$ cat config.mk
export PLATFORM = sky130hd
export DESIGN_NAME = reg_file
export DESIGN_NICKNAME = d
export VERILOG_FILES = /design/src/rtl/reg_file_pkg.sv /design/src/rtl/reg_file_register32.sv /design/src/rtl/reg_file.sv
export SDC_FILE = /design/constraint.sdc
export NUM_CORES = 2
export LEC_CHECK = 0
export CAP_MARGIN = 20
export CORE_MARGIN = 3
export CORE_UTILIZATION = 55
export CTS_CLUSTER_DIAMETER = 150
export CTS_CLUSTER_SIZE = 10
export DETAILED_ROUTE_END_ITERATION = 8
export GPL_TIMING_DRIVEN = 0
export PLACE_DENSITY = 0.73
export SLEW_MARGIN = 10
export SYNTH_ARGS = -nofsm -noshare
export SYNTH_HDL_FRONTEND = slang
export SYNTH_HIERARCHICAL = 1
export SYNTH_SLANG_ARGS = --single-unit
export TNS_END_PERCENT = 10
$ cat constraint.sdc
create_clock -name Clk -period 8.6 [get_ports Clk]
set_input_delay 2.58 -clock Clk [delete_from_list [all_inputs] [get_ports Clk]]
set_output_delay 2.58 -clock Clk [all_outputs]
set_load 0.02 [all_outputs]
$ cat src/rtl/reg_file_pkg.sv
// ============================================================================
// reg_file_pkg : shared widths and constants for the CPU register file
// Revision 1.0 : initial release
// ============================================================================
`default_nettype none

package reg_file_pkg;

  localparam int REG_COUNT  = 32;
  localparam int DATA_WIDTH = 32;
  localparam int ADDR_WIDTH = 5;

  localparam logic [ADDR_WIDTH-1:0] ZERO_REG = 5'd0;

  typedef logic [DATA_WIDTH-1:0] word_t;
  typedef logic [ADDR_WIDTH-1:0] addr_t;

endpackage

`default_nettype wire

$ cat src/rtl/reg_file_register32.sv
// ============================================================================
// reg_file_register32 : 32-bit register with synchronous reset and write enable
// Revision 1.0 : initial release
// ============================================================================
`default_nettype none

module reg_file_register32
  import reg_file_pkg::*;
(
  input  logic  clk_i,
  input  logic  rst_i,
  input  logic  we_i,
  input  word_t d_i,
  output word_t q_o
);

  word_t data_d;
  word_t data_q;

  always_comb begin
    data_d = data_q;
    if (we_i) begin
      data_d = d_i;
    end
  end

  // Reset wins over a simultaneous write
  always_ff @(posedge clk_i) begin
    if (rst_i) begin
      data_q <= '0;
    end else begin
      data_q <= data_d;
    end
  end

  assign q_o = data_q;

endmodule

`default_nettype wire

$ cat src/rtl/reg_file.sv
// ============================================================================
// reg_file : 32x32 register file, two combinational read ports, one write port
// Revision 1.0 : initial release
// ============================================================================
`default_nettype none

module reg_file
  import reg_file_pkg::*;
(
  input  logic                  Clk,
  input  logic                  Reset,
  input  logic [ADDR_WIDTH-1:0] ReadRegister1,
  input  logic [ADDR_WIDTH-1:0] ReadRegister2,
  output logic [DATA_WIDTH-1:0] ReadData1,
  output logic [DATA_WIDTH-1:0] ReadData2,
  input  logic [ADDR_WIDTH-1:0] WriteRegister,
  input  logic [DATA_WIDTH-1:0] WriteData,
  input  logic                  RegWrite
);

  word_t w_regs [REG_COUNT];
  logic  [REG_COUNT-1:1] w_we;

  // One-hot write decoder; address 0 has no enable line, so its writes vanish
  always_comb begin
    w_we = '0;
    for (int i = 1; i < REG_COUNT; i++) begin
      if (RegWrite && (WriteRegister == ADDR_WIDTH'(i))) begin
        w_we[i] = 1'b1;
      end
    end
  end

  assign w_regs[ZERO_REG] = '0;

  for (genvar i = 1; i < REG_COUNT; i++) begin : g_regs
    reg_file_register32 u_reg (
      .clk_i (Clk),
      .rst_i (Reset),
      .we_i  (w_we[i]),
      .d_i   (WriteData),
      .q_o   (w_regs[i])
    );
  end

  assign ReadData1 = w_regs[ReadRegister1];
  assign ReadData2 = w_regs[ReadRegister2];

endmodule

`default_nettype wire

==> results.yml <==
synthesis:
  synth_warnings: 6
  synthTopCellsByArea: "dfxtp_1 38%, mux2i_1 22%, mux4_2 17%"
  synthAdderAreaFrac: 0
  synth_mux_area_frac: 0.399
  syn_nets: 4703
  synth_top_area_frac: 0.379
  yosys.area_share.xor_xnor: 0
  yosysSeqAreaShare: 0.379
  syn_inst: 4653
  syn_avg_cell_area_um2: 11.3
  syn_area_um2: 52400
  synth_seq_cells: 992
  synth_cell_types: 26
  synth_compound_area_frac: 0.0642
  synth_flop_cell: "dfxtp_1"
  synth_top_family_by_area: "multiplexers"
  yosys.area.top_type: "dfxtp_1"
  async_flop_share: 0
  synth-simple-area-share: 0.0886
  synth_edf_count: 0
cells_and_area:
  multi_input_area_um2: 29100
  final_cell_area_um2: 58300
  final_common_cell: "mux2i_1"
  register_area_um2: 19900
  largest_reg_flops: 992
  layout_common_cells: "1152 x mux2i_1, 1026 x nor2_1, 992 x dfxtp_1"
  drive_above_1_share: 0.177
  area_growth_pct: 11.3
  fin_nets: 4941
  num-fill-cells: 7627
clocking:
  root_buffer: "clkbuf_16"
  cts_tree: "done"
  cts_sinks: 992
  cts.path.max_buffers: 3
  cts_buffers: 109
  post-cts-setup-buffer-count: 0
  clock_latency_ns: 0.67
  htree_levels: 3
  hold_buffers: 0
  clk_pin_slew_ns: 0.05
sta:
  fin_crit_ns: 8.89
  fmax_ghz: 0.113
  worstMarginPinSlew_ns: 1.06
  min_period_over_period: 1.03
  fin_tns_setup_ns: -1.70
  fin_worst_skew_ns: 0
  finalSetupViolations: 28
  slew_headroom: 0.297
  drv_slew: 0
  hold_viol_final: 0
  finalWorstSetupSlack_ns: -0.286
  rsz0062_at_grt: "yes"
setup_path:
  cp_num_buf_inv: 5
  crit_type: "in2out"
  rrSetupSlack_ns: 7.86
  cp.depth: 9
  cp.arrival_ns: 6.31
  endpoint_kind: "output port"
  crit_fanout: 11
  cp_cell_sequence: "clkdlybuf4s50_1, buf_2, buf_6, clkbuf_2, mux4_2, a22o_1, o21ai_1, o31ai_1, clkdlybuf4s50_1"
  cpMostUsedCell: "clkdlybuf4s50_1"
  path_delay_family: "buffers and inverters"
  worstReg2RegStart: "g_regs[29].u_reg/q_o[10]$_SDFFE_PP0P_"
  slowest_delay_ns: 0.61
  critPathSlowestCell: "clkdlybuf4s50_1"
  crit_required_ns: 6.02
  r2r_end: "g_regs[29].u_reg/q_o[10]$_SDFFE_PP0P_"
  r2r_cells: 2
  startpoint: "ReadRegister1[1]"
  worstSetupEndpoint: "ReadData1[16]"
  start_kind: "input port"
die:
  die_w_um: 315
  num_rows: 112
  placeableCoreArea_um2: 93900
  fp.dieH_um: 315
  ios: 114
  initial_utilization: 0.558
  die_area_um2: 99000
detailed_routing:
  drt_first_pass_iters: 5
  drc: 0
  antenna_left: 0
  drtIter0Drc: 4694
  routed_via_density: 6.37
  routed_wl_mm: 168
  post_drt_wl_per_cell_um: 27.3
  vias: 39200
place:
  placed_area_um2: 55300
  dp_hpwl_mm: 127
  routabilityCongestion: 0.956
  port-buffer-count: 107
global_route:
  grt_max_degree: 84
  first_global_vias: 38500
  grt.overflow.total: 0
  grtUsageTotal: 0.333
  antenna_found_initial: 12
  grt_pass1_wl_mm: 250
status:
  violations: "setup timing"
  outcome: "complete, but fails checks"
power:
  power.total_mw: 9.60
  power.leakage_nw: 19.5
  power_density_nw_per_um2: 164
  ir_worst_vdd_v: 0.000178
job:
  cap_violations: 0
worst_hold_path:
  min_path_type: "reg2reg"
worst min path at each step:
stage	start	to	slack, ns	depth (start not counted)
finish	g_regs[22].u_reg/q_o[6]$_SDFFE_PP0P_	g_regs[22].u_reg/q_o[6]$_SDFFE_PP0P_	0.51	2
global route	g_regs[20].u_reg/q_o[7]$_SDFFE_PP0P_	g_regs[20].u_reg/q_o[7]$_SDFFE_PP0P_	0.53	2
CTS	g_regs[20].u_reg/q_o[7]$_SDFFE_PP0P_	g_regs[20].u_reg/q_o[7]$_SDFFE_PP0P_	0.51	2
detailed placement	g_regs[20].u_reg/q_o[7]$_SDFFE_PP0P_	g_regs[20].u_reg/q_o[7]$_SDFFE_PP0P_	0.50	2
global placement	g_regs[12].u_reg/q_o[9]$_SDFFE_PP0P_	g_regs[12].u_reg/q_o[9]$_SDFFE_PP0P_	0.49	2
floorplan	g_regs[3].u_reg/q_o[29]$_SDFFE_PP0P_	g_regs[3].u_reg/q_o[29]$_SDFFE_PP0P_	0.47	2
worst min-delay path, delay by kind of cell (launching register included):
kind          cells  cell delay, ns
flops             1            0.33
mux               1            0.07
simple gates      1            0.07
Yosys cell counts (34+ instances only):
cell type and count:
mux2i_1 1152, nor2_1 1026, dfxtp_1 992, mux4_2 384, clkbuf_1 207, a22o_1 192, buf_12 93, nand2_1 70
a211oi_1 64, mux2_2 64, o21ai_1 64, o22ai_1 64, o31ai_1 64, buf_2 47, buf_6 47, and2_1 34
metrics by stage:
| stage | util | hold slack [ns] | std cells | setup slack, ns |
|---|---|---|---|---|
| 4_1_cts | 0.620 | 0.512 | 6149 | -0.151 |
| 2_1_floorplan | - | 0.472 | 4653 | 1.84 |
| 5_1_grt | 0.621 | 0.534 | 6153 | -0.130 |
| 3_3_place_gp | 0.586 | 0.486 | 6014 | -0.585 |
| 3_5_place_dp | 0.589 | 0.498 | 6034 | -0.620 |
| 6_report | 0.621 | 0.510 | 6157 | -0.286 |
per-layer routing:
| layer | track usage | up-vias | part of all wire |
|---|---|---|---|
| met4 | 0.121 | 6 | 0.038 |
| met3 | 0.0763 | 388 | 0.10 |
| met1 | 0.453 | 19300 | 0.40 |
| li1 | - | 17400 | - |
| met5 | 0 | - | 0.00026 |
| met2 | 0.520 | 2133 | 0.45 |
kinds of logic after synthesis:
| family | count (synthesis) |
|---|---|
| buffers and inverters | 432 |
| AOI/OAI and AO/OA | 448 |
| DFF | 992 |
| and+or+nand+nor | 1181 |
| muxes | 1600 |
power breakdown:
part           switching, mW  internal [mW]  leakage [nW]
sequential            0.0291           4.63          8.00
combinational          0.591          0.304          10.2
clock                   1.82           2.22          1.38
what timing repair did:
| action | 4_1_cts | 5_1_grt |
|---|---|---|
| endpoints found under the setup margin | 44 | 33 |
| endpoints found under the hold margin | 0 | 0 |
| gates resized for setup | 42 | 34 |
final cells by class:
| class | count | area share |
|---|---|---|
| Antenna cell | 8 | 0.000343 |
| Timing Repair Buffer | 127 | 0.0231 |
| Multi-Input combinational cell | 3229 | 0.498 |
| Buffer | 430 | 0.0632 |
| Clock inverter | 6 | 0.00116 |
| Sequential cell | 992 | 0.340 |
| Tap cell | 1254 | 0.0269 |
| Inverter | 2 | 0.000129 |
| Clock buffer | 109 | 0.0468 |
(Power assumes the default switching activity.)
